--- config.mk ---
export PLATFORM = sky130hd
export DESIGN_NAME = pim_axis_seq
export DESIGN_NICKNAME = d
export VERILOG_FILES = /design/src/rtl/pim_axis_seq.sv
export SDC_FILE = /design/constraint.sdc
export NUM_CORES = 1
export LEC_CHECK = 0
export ABC_AREA = 0
export CAP_MARGIN = 20
export CORE_UTILIZATION = 60
export DETAILED_ROUTE_END_ITERATION = 6
export HOLD_SLACK_MARGIN = 0.1
export PLACE_DENSITY = 0.84
export SLEW_MARGIN = 10
export SYNTH_ARGS = -nofsm -noshare
export SYNTH_HDL_FRONTEND = slang
export SYNTH_SLANG_ARGS = --single-unit
--- constraint.sdc ---
create_clock -name clk -period 14.2 [get_ports clk]
set_clock_uncertainty 0.1 [all_clocks]
set_input_delay 1.42 -clock clk [delete_from_list [all_inputs] [get_ports clk]]
set_output_delay 1.42 -clock clk [all_outputs]
set_load 0.1 [all_outputs]
--- src/rtl/pim_axis_seq.sv ---
// PIM instruction front end: AXI-Stream instruction FIFO, repeat expander with a paced
// issue gap, and a back-pressured command output. Optional counters: `PIM_PERF_CNT_EN.
module pim_axis_seq #(
    parameter int INSTR_W    = 64,
    parameter int CMD_W      = 34,
    parameter int ROW_W      = 10,
    parameter int FIFO_DEPTH = 8,
    parameter int GAP_W      = 4
) (
    input  logic               clk,
    input  logic               rst_n,
    input  logic               i_enable,
    input  logic [GAP_W-1:0]   i_cfg_gap,
    input  logic [ROW_W-1:0]   i_cfg_stride,
    input  logic [INSTR_W-1:0] i_s_axis_tdata,
    input  logic               i_s_axis_tvalid,
    output logic               o_s_axis_tready,
    output logic [CMD_W-1:0]   o_m_axis_tdata,
    output logic               o_m_axis_tvalid,
    input  logic               i_m_axis_tready,
    output logic               o_busy,
    output logic [31:0]        o_perf_cmd_cnt,
    output logic [31:0]        o_perf_stall_cnt
);
    localparam int PTR_W = $clog2(FIFO_DEPTH);
    localparam int ENT_W = 8 + CMD_W;

    typedef enum logic [1:0] {S_IDLE, S_ISSUE, S_GAP} state_t;

    logic [ENT_W-1:0] r_fifo [FIFO_DEPTH];
    logic [PTR_W:0]   r_wr_ptr, r_rd_ptr;
    state_t           r_state;
    logic [CMD_W-1:0] r_cmd;
    logic [7:0]       r_rep_left;
    logic [GAP_W-1:0] r_gap_cnt;
    logic             r_last;
    logic [CMD_W-1:0] r_tdata;
    logic             r_tvalid;

    logic             w_empty, w_full, w_push, w_pop, w_out_free;
    logic [ENT_W-1:0] w_head;
    logic             w_unused_bits;

    // Only REP and the base command are kept; the gap bits between them are dropped.
    assign w_unused_bits = ^i_s_axis_tdata[INSTR_W-9:CMD_W];

    assign w_empty    = (r_wr_ptr == r_rd_ptr);
    assign w_full     = (r_wr_ptr[PTR_W] != r_rd_ptr[PTR_W]) &&
                        (r_wr_ptr[PTR_W-1:0] == r_rd_ptr[PTR_W-1:0]);
    assign w_head     = r_fifo[r_rd_ptr[PTR_W-1:0]];
    assign w_push     = i_s_axis_tvalid & o_s_axis_tready;
    assign w_pop      = (r_state == S_IDLE) & ~w_empty & i_enable;
    assign w_out_free = ~r_tvalid | i_m_axis_tready;

    assign o_s_axis_tready = rst_n & i_enable & ~w_full;
    assign o_m_axis_tdata  = r_tdata;
    assign o_m_axis_tvalid = r_tvalid;
    assign o_busy          = ~w_empty | (r_state != S_IDLE) | r_tvalid;

    always_ff @(posedge clk) begin
        if (w_push)
            r_fifo[r_wr_ptr[PTR_W-1:0]] <= {i_s_axis_tdata[INSTR_W-1 -: 8], i_s_axis_tdata[CMD_W-1:0]};
    end

    always_ff @(posedge clk or negedge rst_n) begin
        if (!rst_n) begin
            r_wr_ptr <= '0;
            r_rd_ptr <= '0;
        end else if (!i_enable) begin
            r_wr_ptr <= '0;
            r_rd_ptr <= '0;
        end else begin
            if (w_push) r_wr_ptr <= r_wr_ptr + 1'b1;
            if (w_pop)  r_rd_ptr <= r_rd_ptr + 1'b1;
        end
    end

    always_ff @(posedge clk or negedge rst_n) begin
        if (!rst_n) begin
            r_state    <= S_IDLE;
            r_cmd      <= '0;
            r_rep_left <= '0;
            r_gap_cnt  <= '0;
            r_last     <= 1'b0;
            r_tdata    <= '0;
            r_tvalid   <= 1'b0;
        end else if (!i_enable) begin
            r_state  <= S_IDLE;
            r_last   <= 1'b0;
            r_tvalid <= 1'b0;
        end else begin
            if (r_tvalid && i_m_axis_tready)
                r_tvalid <= 1'b0;
            case (r_state)
                S_IDLE: begin
                    if (w_pop) begin
                        r_cmd      <= w_head[CMD_W-1:0];
                        r_rep_left <= w_head[ENT_W-1 -: 8];
                        r_state    <= S_ISSUE;
                    end
                end
                S_ISSUE: begin
                    if (w_out_free) begin
                        r_tdata   <= r_cmd;
                        r_tvalid  <= 1'b1;
                        r_last    <= (r_rep_left == 8'd0);
                        r_gap_cnt <= i_cfg_gap - GAP_W'(1);
                        if (r_rep_left != 8'd0) begin
                            r_cmd[ROW_W-1:0] <= r_cmd[ROW_W-1:0] + i_cfg_stride;
                            r_rep_left       <= r_rep_left - 8'd1;
                        end
                        // A zero gap bypasses S_GAP so commands can launch back to back.
                        if (i_cfg_gap != '0)
                            r_state <= S_GAP;
                        else if (r_rep_left == 8'd0)
                            r_state <= S_IDLE;
                    end
                end
                S_GAP: begin
                    if (r_gap_cnt == '0)
                        r_state <= r_last ? S_IDLE : S_ISSUE;
                    else
                        r_gap_cnt <= r_gap_cnt - GAP_W'(1);
                end
                default: r_state <= S_IDLE;
            endcase
        end
    end

`ifdef PIM_PERF_CNT_EN
    logic [31:0] r_perf_cmd_cnt, r_perf_stall_cnt;

    // Counters freeze while disabled and saturate instead of wrapping.
    always_ff @(posedge clk or negedge rst_n) begin
        if (!rst_n) begin
            r_perf_cmd_cnt   <= '0;
            r_perf_stall_cnt <= '0;
        end else if (i_enable) begin
            if (r_tvalid && i_m_axis_tready && (r_perf_cmd_cnt != 32'hFFFF_FFFF))
                r_perf_cmd_cnt <= r_perf_cmd_cnt + 32'd1;
            if (r_tvalid && !i_m_axis_tready && (r_perf_stall_cnt != 32'hFFFF_FFFF))
                r_perf_stall_cnt <= r_perf_stall_cnt + 32'd1;
        end
    end

    assign o_perf_cmd_cnt   = r_perf_cmd_cnt;
    assign o_perf_stall_cnt = r_perf_stall_cnt;
`else
    assign o_perf_cmd_cnt   = 32'd0;
    assign o_perf_stall_cnt = 32'd0;
`endif

endmodule
### Yosys cells after proc, flatten, opt, wreduce, memory -nomap -nowiden

Memories as Yosys holds them, arrays and structs flattened.
Cells that the tools add are included.

* output and inout bits: 101
* memories kept: 1
* RAM bits: 336
* word-level logic and storage cells: 93
* flip-flop bits (word level): 92

Memory list
* r_fifo: depth 8, bits a word 42, read ports 1, clocked after memory_dff 0, write ports 1, RTL line 30 `logic [ENT_W-1:0] r_fifo [FIFO_DEPTH];`

* bitwise operators: 11
* add/sub/neg operators: 6
* reduce and logical (&&, ||, !) cells: 16
* muxes and demuxes: 32
* equal/unequal tests: 17

Operator list (number)
* 10-bit 2-to-1 mux: 3
* 4-bit 2-to-1 mux: 6
* 8-bit 2-to-1 mux: 3
* 10-bit one-hot mux with 2 select lines: 1
* 8-bit one-hot mux with 2 select lines: 1
* 2-bit 2-to-1 mux: 6
* 10-bit adder: 1
* 1-bit 2-to-1 mux: 10
* 3-bit != test, second input constant: 3
* 4-bit by 1-bit adder with 4-bit output, second input constant: 2
* 8-bit zero test: 1
* 2-bit by 1-bit != test with 1-bit output, second input constant: 4
* 2-bit != test, second input constant: 4
* 4-bit one-hot mux with 2 select lines: 1
* 4-bit AND reduction: 2
* 8-bit nonzero test: 1
* 4-bit by 1-bit subtractor with 4-bit output, second input constant: 2
* 8-bit by 1-bit subtractor with 8-bit output, second input constant: 1
* 2-bit one-hot mux with 3 select lines: 1
* 3-bit AND reduction: 2
* 2-bit nonzero test: 3
* 1-bit bitwise AND: 5
* 5-bit AND reduction: 1
* 4-bit == test: 1
* 12 further kinds: 17

### Logic depth before layout (Yosys ltp)

Gate-level depths: netlist of the first run.

* depth after elaboration: 7
* depth in mapped cells: 8
* depth with buffers taken out: 8

### Worst setup path after synthesis of the first run

No wires, ideal clock.

* kind: input to register
* start: input i_enable
* end: memory r_fifo[0][0] (netlist bit) (enable)
* path slack: 5.643 ns
* buffers on the path: 1
* required time: 13.553 ns
* arrival time: 7.910 ns
* library setup time: 0.547 ns
* stages: 5
* path through: clkbuf_1 nand2_1 a21oi_1 nand2_1 nor4_1

* word-level cells in the longest chain between the ends: 5

RTL lines
* from (decl): RTL line 12 `input logic i_enable,`
* 1-bit bitwise AND (2 in series): RTL line 55 `assign o_s_axis_tready = rst_n & i_enable & ~w_full;`
* named net o_s_axis_tready: RTL line 17 `output logic o_s_axis_tready,`
* 1-bit bitwise AND: RTL line 51 `assign w_push = i_s_axis_tvalid & o_s_axis_tready;`
* 1-bit 2-to-1 mux: RTL line 61 `if (w_push)`
* 1-bit 2-to-1 mux (not written as such): RTL line 62 `r_fifo[r_wr_ptr[PTR_W-1:0]] <= {i_s_axis_tdata[INSTR_W-1 -: 8], i_s_axis_tdata[CMD_W-1:0]};`
* to (decl): RTL line 30

The timed path passes the listed nets, and every way through them passes these cells.

### Worst setup path in the final report of the first run

* start: input i_enable
* end: output o_s_axis_tready

* word-level cells in the longest chain between the ends: 2

RTL lines (RTL line)
* 1-bit bitwise AND (2 in series): 55
* to (decl): 17

No other way between the ends.

==> results of run 1 <==
worst max-delay path, stage by stage:
cell	delay [ns]
clkdlybuf4s50_1	0.69
nand2_1	0.09
a21oi_1	0.37
clkdlybuf4s50_1	1.24
routing by layer:
metal	part of all wire [%]	wire, um	global-route usage [%]	up-vias
li1	-	-	-	3889
met1	40	14100	32.0	4545
met2	50	17300	39.4	436
met3	6.8	2380	4.60	75
met4	2.8	979	9.85	4
met5	0.086	30	0	-
Yosys cell counts (2+ instances only):
master     instances  area [um2]
xor2_1             9        78.8
buf_1              3        11.3
inv_1              6        22.5
a21oi_1           22         110
a211oi_1           4        30.0
or4_1              2        15.0
o31ai_1            2        15.0
ha_1              14         175
clkbuf_1          11        41.3
nor2_1            32         120
buf_6              5        56.3
nand2b_1           8        50.1
buf_4             70         526
or3_1              2        12.5
nor2b_1            4        25.0
edfxtp_1         336       10100
dfrtp_1           92        2300
nor4_1             2        12.5
nand3_1           11        55.1
o21ai_1            5        25.0
o22a_1             4        35.0
a22o_1             5        43.8
o21bai_1           3        22.5
a2111oi_1          2        20.0
mux2_2            35         394
nor3_1            10        50.1
nand2_1           49         184
o22ai_1            3        18.8
mux2i_1           46         460
mux4_2            84        1890
o21ai_0           39         195
o32ai_1            2        17.5
xnor2_1            6        52.6
buf_2             18        90.1
o211ai_1           3        22.5
flip-flops by register name, indices dropped and copies added (netlist names):
signal,count
r_cmd,34
r_wr_ptr,4
r_last,1
o_m_axis_tvalid,1
r_state,2
r_rd_ptr,4
o_m_axis_tdata,34
r_rep_left,8
r_gap_cnt,4
r_fifo,336
cells by family after synthesis:
| group | synth area share, % |
|---|---|
| other cells | 0.0215 |
| buf+inv | 4.30 |
| xor+xnor | 0.752 |
| flops | 70.9 |
| simple gates | 3.39 |
| mux | 15.7 |
| compound gates | 3.77 |
| fa+ha+maj | 1.12 |
worst paths after layout:
| kind | cells past startpoint | slack, ns | to | start |
|---|---|---|---|---|
| setup / recovery | 4 | 8.86 | o_s_axis_tready | i_enable |
| hold / removal | 2 | 0.37 | r_cmd[13] | r_cmd[13] |
| setup reg to reg | 6 | 10.18 | r_fifo[7][11] | r_rd_ptr[0] |
| hold reg to reg | 2 | 0.37 | r_cmd[13] | r_cmd[13] |
| max in group asynchronous | 2 | 11.99 | r_rd_ptr[1] | rst_n |
| min in group asynchronous | 1 | 0.77 | o_m_axis_tdata[17] | rst_n |
layout make-up:
type	instances	area share [%]
Sequential cell	428	62.3
Multi-Input combinational cell	489	23.2
Clock buffer	56	5.90
Timing Repair Buffer	113	5.47
Tap cell	384	2.41
Clock inverter	22	0.622
Inverter	6	0.113
Antenna cell	1	0.0126
power by group through the flow:
stage          sequential, uW  combinational [uW]  clock, uW
2_1_floorplan            1880                 575          0
3_3_place_gp             1590                1060          0
3_5_place_dp             1600                1080          0
4_1_cts                  1580                1090       1050
5_1_grt                  1590                1150       1100
6_report                 1580                1090       1040
metrics by stage:
stage / setup WS (ns) / util, %
floorplan: 5.64 / -
global placement: 8.98 / 64.8
detailed placement: 8.92 / 64.8
CTS: 8.91 / 69.4
global route: 8.75 / 69.4
finish: 8.86 / 69.4
==> flow_metrics.py, run 1 <==
metrics = {
    "clocking": {
        "cts_setup_buffers": 0,
        "cts_resized": 0,
        "htreeDepth": 2,
        "path_clk_slew_ns": 0.06,
        "cts_root_buffer": "clkbuf_16",
        "clock_sinks": 428,
        "hold_buffers": 0,
        "cts_made_buffers": 42,
        "cts_tree": "yes",
        "clk_path_buf_depth": 3,
        "clk_latency_ns": 0.54,
    },
    "synthesis": {
        "yosysUniqueCellTypes": 54,
        "synth_area_um2": 17500,
        "synth_cells": 968,
        "synthFlopType": "edfxtp_1",
        "synth.yosys.seq_area_share_pct": 70.9,
        "synth_edf_count": 336,
        "postSynth.asyncResetShare_pct": 21.5,
        "synth-seq-cells": 428,
        "ys_warn_count": 0,
        "syn_avg_cell_area_um2": 18.1,
    },
    "finish": {
        "drive_gt1_share_pct": 19.5,
        "fillerInstances": 1739,
        "most-common-layout-cells": "edfxtp_1 (336), clkdlybuf4s50_1 (96), dfrtp_1 (89)",
        "fin_area_um2": 19900,
        "seqCellArea_um2": 12400,
        "area_growth_pct": 14.0,
        "final_cells": 1499,
        "fin_nets": 1178,
        "final_common_cell": "edfxtp_1",
        "multi_input_area_um2": 4620,
    },
    "run": {
        "drv_cap": 0,
    },
    "pwr": {
        "p_leak_uw": 0.00684,
        "clkPwrFrac_pct": 28.1,
        "power.total_uw": 3700,
        "p_int_uw": 2410,
        "seqPwrFrac_pct": 42.6,
        "pwr-share-comb_pct": 29.4,
        "p_sw_share_pct": 34.8,
        "switching_power_uw": 1290,
        "max-vdd-ir-drop_v": 0.000143,
        "cellPowerDensity_nw_per_um2": 186,
    },
    "global_route": {
        "grt_max_degree": 74,
        "grt_overflow": 0,
        "track_usage_pct": 24.0,
        "grt_first_pass_wirelength_um": 53700,
        "grt_pass1_vias": 9274,
        "antenna_found_initial": 3,
    },
    "sta": {
        "finalSetupViolations": 0,
        "fin_crit_sh_pct": 37.6,
        "max_freq_mhz": 187,
        "maxSlewViolCount": 0,
        "finalHoldViolCount": 0,
        "rsz0062_at_grt": "no",
        "finalCriticalPeriod_ns": 5.34,
        "holdWs_ns": 0.374,
        "final.setup.tns_ns": 0,
        "slew_headroom_pct": 25.2,
        "worst_pin_slew_ns": 1.12,
    },
    "floorplan": {
        "die_w_um": 173,
        "die_h_um": 173,
        "rows": 62,
        "dieArea_um2": 29800,
        "start_util_pct": 60.9,
        "core_area_um2": 28700,
        "boundaryPins": 184,
    },
    "worst_setup_path": {
        "path_class": "in2out",
        "crit_path_end_kind": "primary output",
        "start_kind": "input port",
        "cp.required_ns": 12.68,
        "worstPathMaxFanout": 7,
        "arrival_ns": 3.82,
    },
    "placed_design": {
        "dp_cells": 1420,
        "gp_congestion": 0.793,
        "io_buffers": 97,
        "postPlaceCellArea_um2": 18600,
        "dp_hpwl_um": 18600,
    },
    "route": {
        "vias": 8949,
        "dr.pass1.iters": 5,
        "vias_per_cell": 5.97,
        "ant_nets": 0,
        "wl_per_cell_um": 23.2,
        "finalWirelength_um": 34800,
        "route.detailed.drc": 0,
        "drt_first_iter_violations": 945,
    },
    "status": {
        "status": "complete, no violations",
    },
    "worst_hold_path": {
        "hold_class": "reg2reg",
    },
}
Note: power is estimated with default switching activity, not from simulation.
==> run 2, diff against run 1 <==
--- a/config.mk
+++ b/config.mk
@@ -7,10 +7,10 @@
 export LEC_CHECK = 0
 export ABC_AREA = 0
 export CAP_MARGIN = 20
-export CORE_UTILIZATION = 60
+export CORE_UTILIZATION = 57
 export DETAILED_ROUTE_END_ITERATION = 6
 export HOLD_SLACK_MARGIN = 0.1
-export PLACE_DENSITY = 0.84
+export PLACE_DENSITY = 0.8
 export SLEW_MARGIN = 10
 export SYNTH_ARGS = -nofsm -noshare
 export SYNTH_HDL_FRONTEND = slang
==> constraint.sdc (replaced) <==
create_clock -name clk -period 5.4 [get_ports clk]
set_clock_uncertainty 0.1 [all_clocks]
set_input_delay 0.54 -clock clk [delete_from_list [all_inputs] [get_ports clk]]
set_output_delay 0.54 -clock clk [all_outputs]
set_load 0.1 [all_outputs]
==> run 2 against run 1 <==
Compared with the run above: count of clock-buffer cells in the layout rose by 5; via count fell by 1.2%; non-clock buffer count rose by 3; register-to-register slack got worse by 8.4 ns; highest routed layer is now met4; sequential power rose to 2.6 times the previous value; utilization fell by 1.9 points; largest power group unchanged; die area rose by 5.2%; setup slack got worse by 7.5 ns; first-iteration DRC count fell by 19%; wire length fell by 4.8%.
==> flow_metrics.py, run 2 (synthesis gave the netlist of run 1 again) <==
metrics = {
    "worst_setup_path": {
        "cp.required_ns": 4.76,
        "arrival_ns": 3.35,
        "max_stage_delay_ns": 0.98,
        "reg2regPathDepth": 6,
        "cp_num_buf_inv": 1,
        "cp_cell_sequence": "xor2_1, nor3_1, nand2b_1, or4_1, clkdlybuf4s50_1",
        "slowest_stage": "clkdlybuf4s50_1",
        "worstPathMaxFanout": 23,
        "cp_top_family": "buffers and inverters",
        "start_kind": "flip-flop",
        "critical_path_depth": 5,
        "crit_path_end_kind": "primary output",
        "path_class": "reg2out",
    },
    "sta": {
        "finalHoldViolCount": 0,
        "final.setup.tns_ns": 0,
        "worst_pin_slew_ns": 1.10,
        "max_freq_mhz": 251,
        "slew_headroom_pct": 26.8,
        "maxSlewViolCount": 0,
        "finalSetupViolations": 0,
        "rsz0062_at_grt": "no",
        "fin_crit_sh_pct": 73.8,
        "finalCriticalPeriod_ns": 3.99,
        "setup_ws_ns": 1.41,
    },
    "placed_design": {
        "gp_congestion": 0.790,
        "dp_cells": 1428,
        "postPlaceCellArea_um2": 18700,
        "dp_hpwl_um": 18600,
        "io_buffers": 97,
        "preCtsSetupSlack_ns": 1.71,
    },
    "route": {
        "dr.pass1.iters": 5,
        "drt_first_iter_violations": 761,
        "route.detailed.drc": 0,
        "wl_per_cell_um": 22.0,
        "finalWirelength_um": 33100,
        "ant_nets": 0,
        "vias_per_cell": 5.86,
        "vias": 8843,
    },
    "pwr": {
        "power.total_uw": 10100,
        "max-vdd-ir-drop_v": 0.000256,
        "cellPowerDensity_nw_per_um2": 499,
        "p_leak_uw": 0.00694,
    },
    "global_route": {
        "grt_overflow": 0,
        "antenna_found_initial": 2,
        "grt_max_degree": 74,
        "track_usage_pct": 22.0,
        "grt_first_pass_wirelength_um": 51300,
        "grt_pass1_vias": 8963,
    },
    "finish": {
        "drive_gt1_share_pct": 19.9,
        "final_cells": 1508,
        "fillerInstances": 1892,
        "fin_nets": 1182,
        "seqCellArea_um2": 12400,
        "fin_area_um2": 20200,
        "most-common-layout-cells": "edfxtp_1 (336), clkdlybuf4s50_1 (96), dfrtp_1 (89)",
        "final_common_cell": "edfxtp_1",
        "multi_input_area_um2": 4630,
        "area_growth_pct": 15.4,
        "largest_reg_flops": 336,
    },
    "floorplan": {
        "dieArea_um2": 31400,
        "boundaryPins": 184,
        "die_w_um": 177,
        "core_area_um2": 29900,
        "start_util_pct": 58.5,
        "rows": 63,
        "die_h_um": 177,
    },
    "worst_hold_path": {
        "hold_path_depth": 2,
        "hold_class": "reg2reg",
    },
    "run": {
        "drv_cap": 0,
    },
    "clocking": {
        "clk_latency_ns": 0.54,
        "clk_path_buf_depth": 3,
        "htreeDepth": 2,
        "path_clk_slew_ns": 0.06,
        "cts_tree": "yes",
        "cts_root_buffer": "clkbuf_16",
        "cts_made_buffers": 43,
        "clock_sinks": 428,
    },
    "status": {
        "status": "complete, no violations",
    },
}
run 2: changes by cell type in the layout (fill, tap and decap cells not counted), moves of 2 or more:
cell,before,now
clkinv_1,8,1
inv_6,2,0
clkinv_2,9,6
clkbuf_1,8,10
clkinvlp_4,2,0
bufinv_16,0,6
clkbuf_16,43,46
diode_2,1,3
run 2: path summary, 6_finish.rpt:
kind	slack [ns]	endpoint	start
setup reg to reg	1.82	r_fifo[6][39]	r_rd_ptr[0]
hold reg to reg	0.37	r_cmd[15]	r_cmd[15]
hold / removal	0.37	r_cmd[15]	r_cmd[15]
min in group asynchronous	0.41	o_m_axis_tdata[17]	rst_n
setup / recovery	1.41	o_busy	r_rd_ptr[0]
max in group asynchronous	3.59	r_rd_ptr[1]	rst_n
run 2: power breakdown:
| group | switching, uW | total [uW] | leakage [uW] | internal [uW] |
|---|---|---|---|---|
| logic | 1940 | 2880 | 0.00203 | 944 |
| registers | 242 | 4110 | 0.00418 | 3870 |
| clock network | 1170 | 3080 | 0.000729 | 1900 |
run 2: tightest hold or removal path, stage by stage (launching register included):
cell and delay [ns]:
dfrtp_1 0.33, nand2_1 0.05, o21ai_0 0.06
run 2: cell type report:
type,count,area share (%)
tap,390,2.42
inverter,6,0.112
timing repair buffer,116,5.58
clock buffer,61,6.24
multi-input combinational,489,23.0
sequential,428,61.5
antenna,3,0.0372
clock inverter,15,1.13
run 2: timing repair:
item                                   CTS  global route
setup endpoints to repair                0             0
setup buffers                            0             0
endpoints found under the hold margin   32             0
hold buffers                             1             0
resized for setup                        0             0
run 2: metal layers:
layer | part of all wire, % | wire (um) | vias up | GRT usage, %
met2 | 50 | 16500 | 336 | 36.3
met1 | 41 | 13600 | 4554 | 29.6
met5 | 0 | 0 | - | 0
li1 | - | - | 3882 | -
met4 | 2.3 | 772 | 0 | 7.08
met3 | 6.9 | 2300 | 71 | 4.19
run 2: per-stage QoR:
stage                     hold WS (ns)  util [%]
final                            0.375      67.5
after global routing             0.407      67.5
after CTS                        0.382      67.5
after detailed placement         0.367      62.5
after global placement           0.360      62.5
after floorplan                  0.144         -
==> run 3, diff against run 2 <==
--- a/config.mk
+++ b/config.mk
@@ -7,10 +7,10 @@
 export LEC_CHECK = 0
 export ABC_AREA = 0
 export CAP_MARGIN = 20
-export CORE_UTILIZATION = 57
+export CORE_UTILIZATION = 51
 export DETAILED_ROUTE_END_ITERATION = 6
 export HOLD_SLACK_MARGIN = 0.1
-export PLACE_DENSITY = 0.8
+export PLACE_DENSITY = 0.76
 export SLEW_MARGIN = 10
 export SYNTH_ARGS = -nofsm -noshare
 export SYNTH_HDL_FRONTEND = slang
==> constraint.sdc (replaced) <==
create_clock -name clk -period 3.4 [get_ports clk]
set_clock_uncertainty 0.1 [all_clocks]
set_input_delay 0.34 -clock clk [delete_from_list [all_inputs] [get_ports clk]]
set_output_delay 0.34 -clock clk [all_outputs]
set_load 0.1 [all_outputs]
==> run 3 against run 2 <==
Compared with the run above: final cell count is 4.4% higher; sequential share of layout area is 0.59 points lower; wire length is 2.7% higher; utilization is 6.9 points lower; flip-flop and latch count stayed put; critical path type unchanged.
==> flow_metrics.py, run 3 (synthesis gave the netlist of run 1 again) <==
metrics = {
    "pwr": {
        "seqPwrFrac_pct": 41.1,
        "clkPwrFrac_pct": 29.2,
        "power.total_uw": 15800,
        "switching_power_uw": 5380,
        "p_leak_uw": 0.00695,
        "p_sw_share_pct": 34.1,
        "pwr-share-comb_pct": 29.7,
        "max-vdd-ir-drop_v": 0.000493,
        "p_int_uw": 10400,
        "cellPowerDensity_nw_per_um2": 776,
    },
    "worst_setup_path": {
        "arrival_ns": 2.50,
        "cp_top_family": "simple AND/OR/NAND/NOR gates",
        "reg2reg_from": "r_wr_ptr[2]",
        "rr_endpoint": "r_rep_left[1]",
        "cp_cell_sequence": "xor2_2, nor3_2, nand2b_1, or4_1, buf_12",
        "r2r_slack_ns": 0.70,
        "cp_num_buf_inv": 1,
        "crit_path_end_kind": "primary output",
        "reg2regPathDepth": 6,
        "slowest_stage": "dfrtp_1",
        "critical_path_depth": 5,
        "start_kind": "flip-flop",
        "crit_end": "o_busy",
        "path_class": "reg2out",
        "max_stage_delay_ns": 0.67,
        "startpoint": "r_wr_ptr[2]",
        "cp.required_ns": 2.96,
        "worstPathMaxFanout": 7,
    },
    "placed_design": {
        "dp_hpwl_um": 19100,
        "postPlaceCellArea_um2": 19000,
        "gp_congestion": 0.763,
        "preCtsSetupSlack_ns": 0.712,
        "io_buffers": 97,
    },
    "sta": {
        "finalSetupViolations": 0,
        "maxSlewViolCount": 0,
        "setup_ws_ns": 0.463,
        "max_freq_mhz": 340,
        "worst_pin_slew_ns": 1.05,
        "fin_crit_sh_pct": 86.4,
        "finalCriticalPeriod_ns": 2.94,
        "rsz0062_at_grt": "no",
        "slew_headroom_pct": 29.5,
        "finalHoldViolCount": 0,
    },
    "global_route": {
        "grt_overflow": 0,
        "grt_first_pass_wirelength_um": 52600,
        "grt_max_degree": 88,
        "track_usage_pct": 19.8,
        "grt_pass1_vias": 8953,
        "antenna_found_initial": 2,
    },
    "worst_hold_path": {
        "hold_class": "in2async",
    },
    "finish": {
        "final_common_cell": "edfxtp_1",
        "largest_reg_flops": 336,
        "fillerInstances": 2352,
        "area_growth_pct": 16.5,
        "final_util_pct": 60.6,
        "fin_nets": 1189,
        "fin_area_um2": 20400,
        "most-common-layout-cells": "edfxtp_1 (336), clkdlybuf4s50_1 (94), dfrtp_1 (88)",
        "drive_gt1_share_pct": 21.1,
    },
    "clocking": {
        "path_clk_slew_ns": 0.07,
        "htreeDepth": 2,
        "clk_latency_ns": 0.54,
        "clock_sinks": 428,
        "cts_made_buffers": 42,
        "cts_setup_buffers": 0,
        "clk_path_buf_depth": 3,
        "cts_tree": "yes",
        "cts_root_buffer": "clkbuf_16",
    },
    "route": {
        "route.detailed.drc": 0,
        "wl_per_cell_um": 21.6,
        "vias": 8874,
        "ant_nets": 0,
        "dr.pass1.iters": 5,
        "finalWirelength_um": 34000,
        "drt_first_iter_violations": 639,
        "vias_per_cell": 5.64,
    },
    "floorplan": {
        "boundaryPins": 184,
        "rows": 67,
        "die_h_um": 187,
        "die_w_um": 187,
        "core_area_um2": 33600,
        "start_util_pct": 52.0,
        "dieArea_um2": 35000,
    },
    "run": {
        "drv_cap": 0,
    },
    "status": {
        "status": "complete, no violations",
    },
}
run 3: cell types whose count changed in the layout (fill, tap and decap cells not counted), sizes merged:
cell | previous run | this run
clkdlybuf4s50 | 96 | 94
clkbuf | 61 | 59
inv | 6 | 7
clkinv | 8 | 10
clkinvlp | 1 | 5
diode | 3 | 1
buf | 19 | 29
bufinv | 6 | 3
run 3: cell type report:
class	instances	area (um2)	area share (%)
clock buffers	59	1210	5.94
clock inverters	19	185	0.909
inverters	6	22.5	0.111
diodes	1	2.50	0.0123
flip-flops and latches	428	12400	60.9
multi-input cells	489	4700	23.1
repair buffers	124	1280	6.29
well taps	448	561	2.75
run 3: worst min path at each step:
| stage | cells after the start | slack, ns | end | startpoint |
|---|---|---|---|---|
| 6_report | 3 | 0.38 | r_cmd[1] | rst_n |
| 5_1_grt | 2 | 0.41 | r_cmd[28] | r_cmd[28] |
| 4_1_cts | 2 | 0.38 | r_cmd[11] | r_cmd[11] |
| 3_5_place_dp | 2 | 0.37 | r_cmd[11] | r_cmd[11] |
| 3_3_place_gp | 2 | 0.36 | r_cmd[27] | r_cmd[27] |
| 2_1_floorplan | 0 | -0.06 | o_m_axis_tdata[0] | rst_n |
run 3: power groups by stage:
stage / logic, uW / clock network [uW] / registers (uW)
3_3_place_gp: 4600 / 0 / 6570
2_1_floorplan: 2420 / 0 / 7830
6_report: 4690 / 4610 / 6490
4_1_cts: 4720 / 4690 / 6500
5_1_grt: 4960 / 4880 / 6550
3_5_place_dp: 4680 / 0 / 6600
run 3: stage by stage:
step,std cells,hold WS (ns),TNS (ns)
2_1_floorplan,1031,-0.0556,-16.66
3_3_place_gp,1494,0.360,0
3_5_place_dp,1494,0.369,0
4_1_cts,1573,0.383,0
5_1_grt,1573,0.411,0
6_report,1574,0.378,0
run 3: repair_timing:
action	in CTS	in global routing
endpoints found under the setup margin	0	0
hold buffers	1	0
hold endpoints to repair	38	0
resized for setup	0	0
run 3: layer usage:
layer / vias to the layer above / wire length [um] / part of all wire [%] / global-route usage, %
met5: - / 12 / 0.035 / 0
met4: 2 / 629 / 1.8 / 5.26
met3: 53 / 2170 / 6.4 / 3.66
met2: 338 / 17000 / 50 / 33.0
met1: 4571 / 14200 / 42 / 27.0
li1: 3910 / - / - / -
run 3: worst min-delay path, cell delays in order:
cell and delay [ns]:
dlygate4sd3_1 0.52, buf_4 0.15, buf_4 0.47
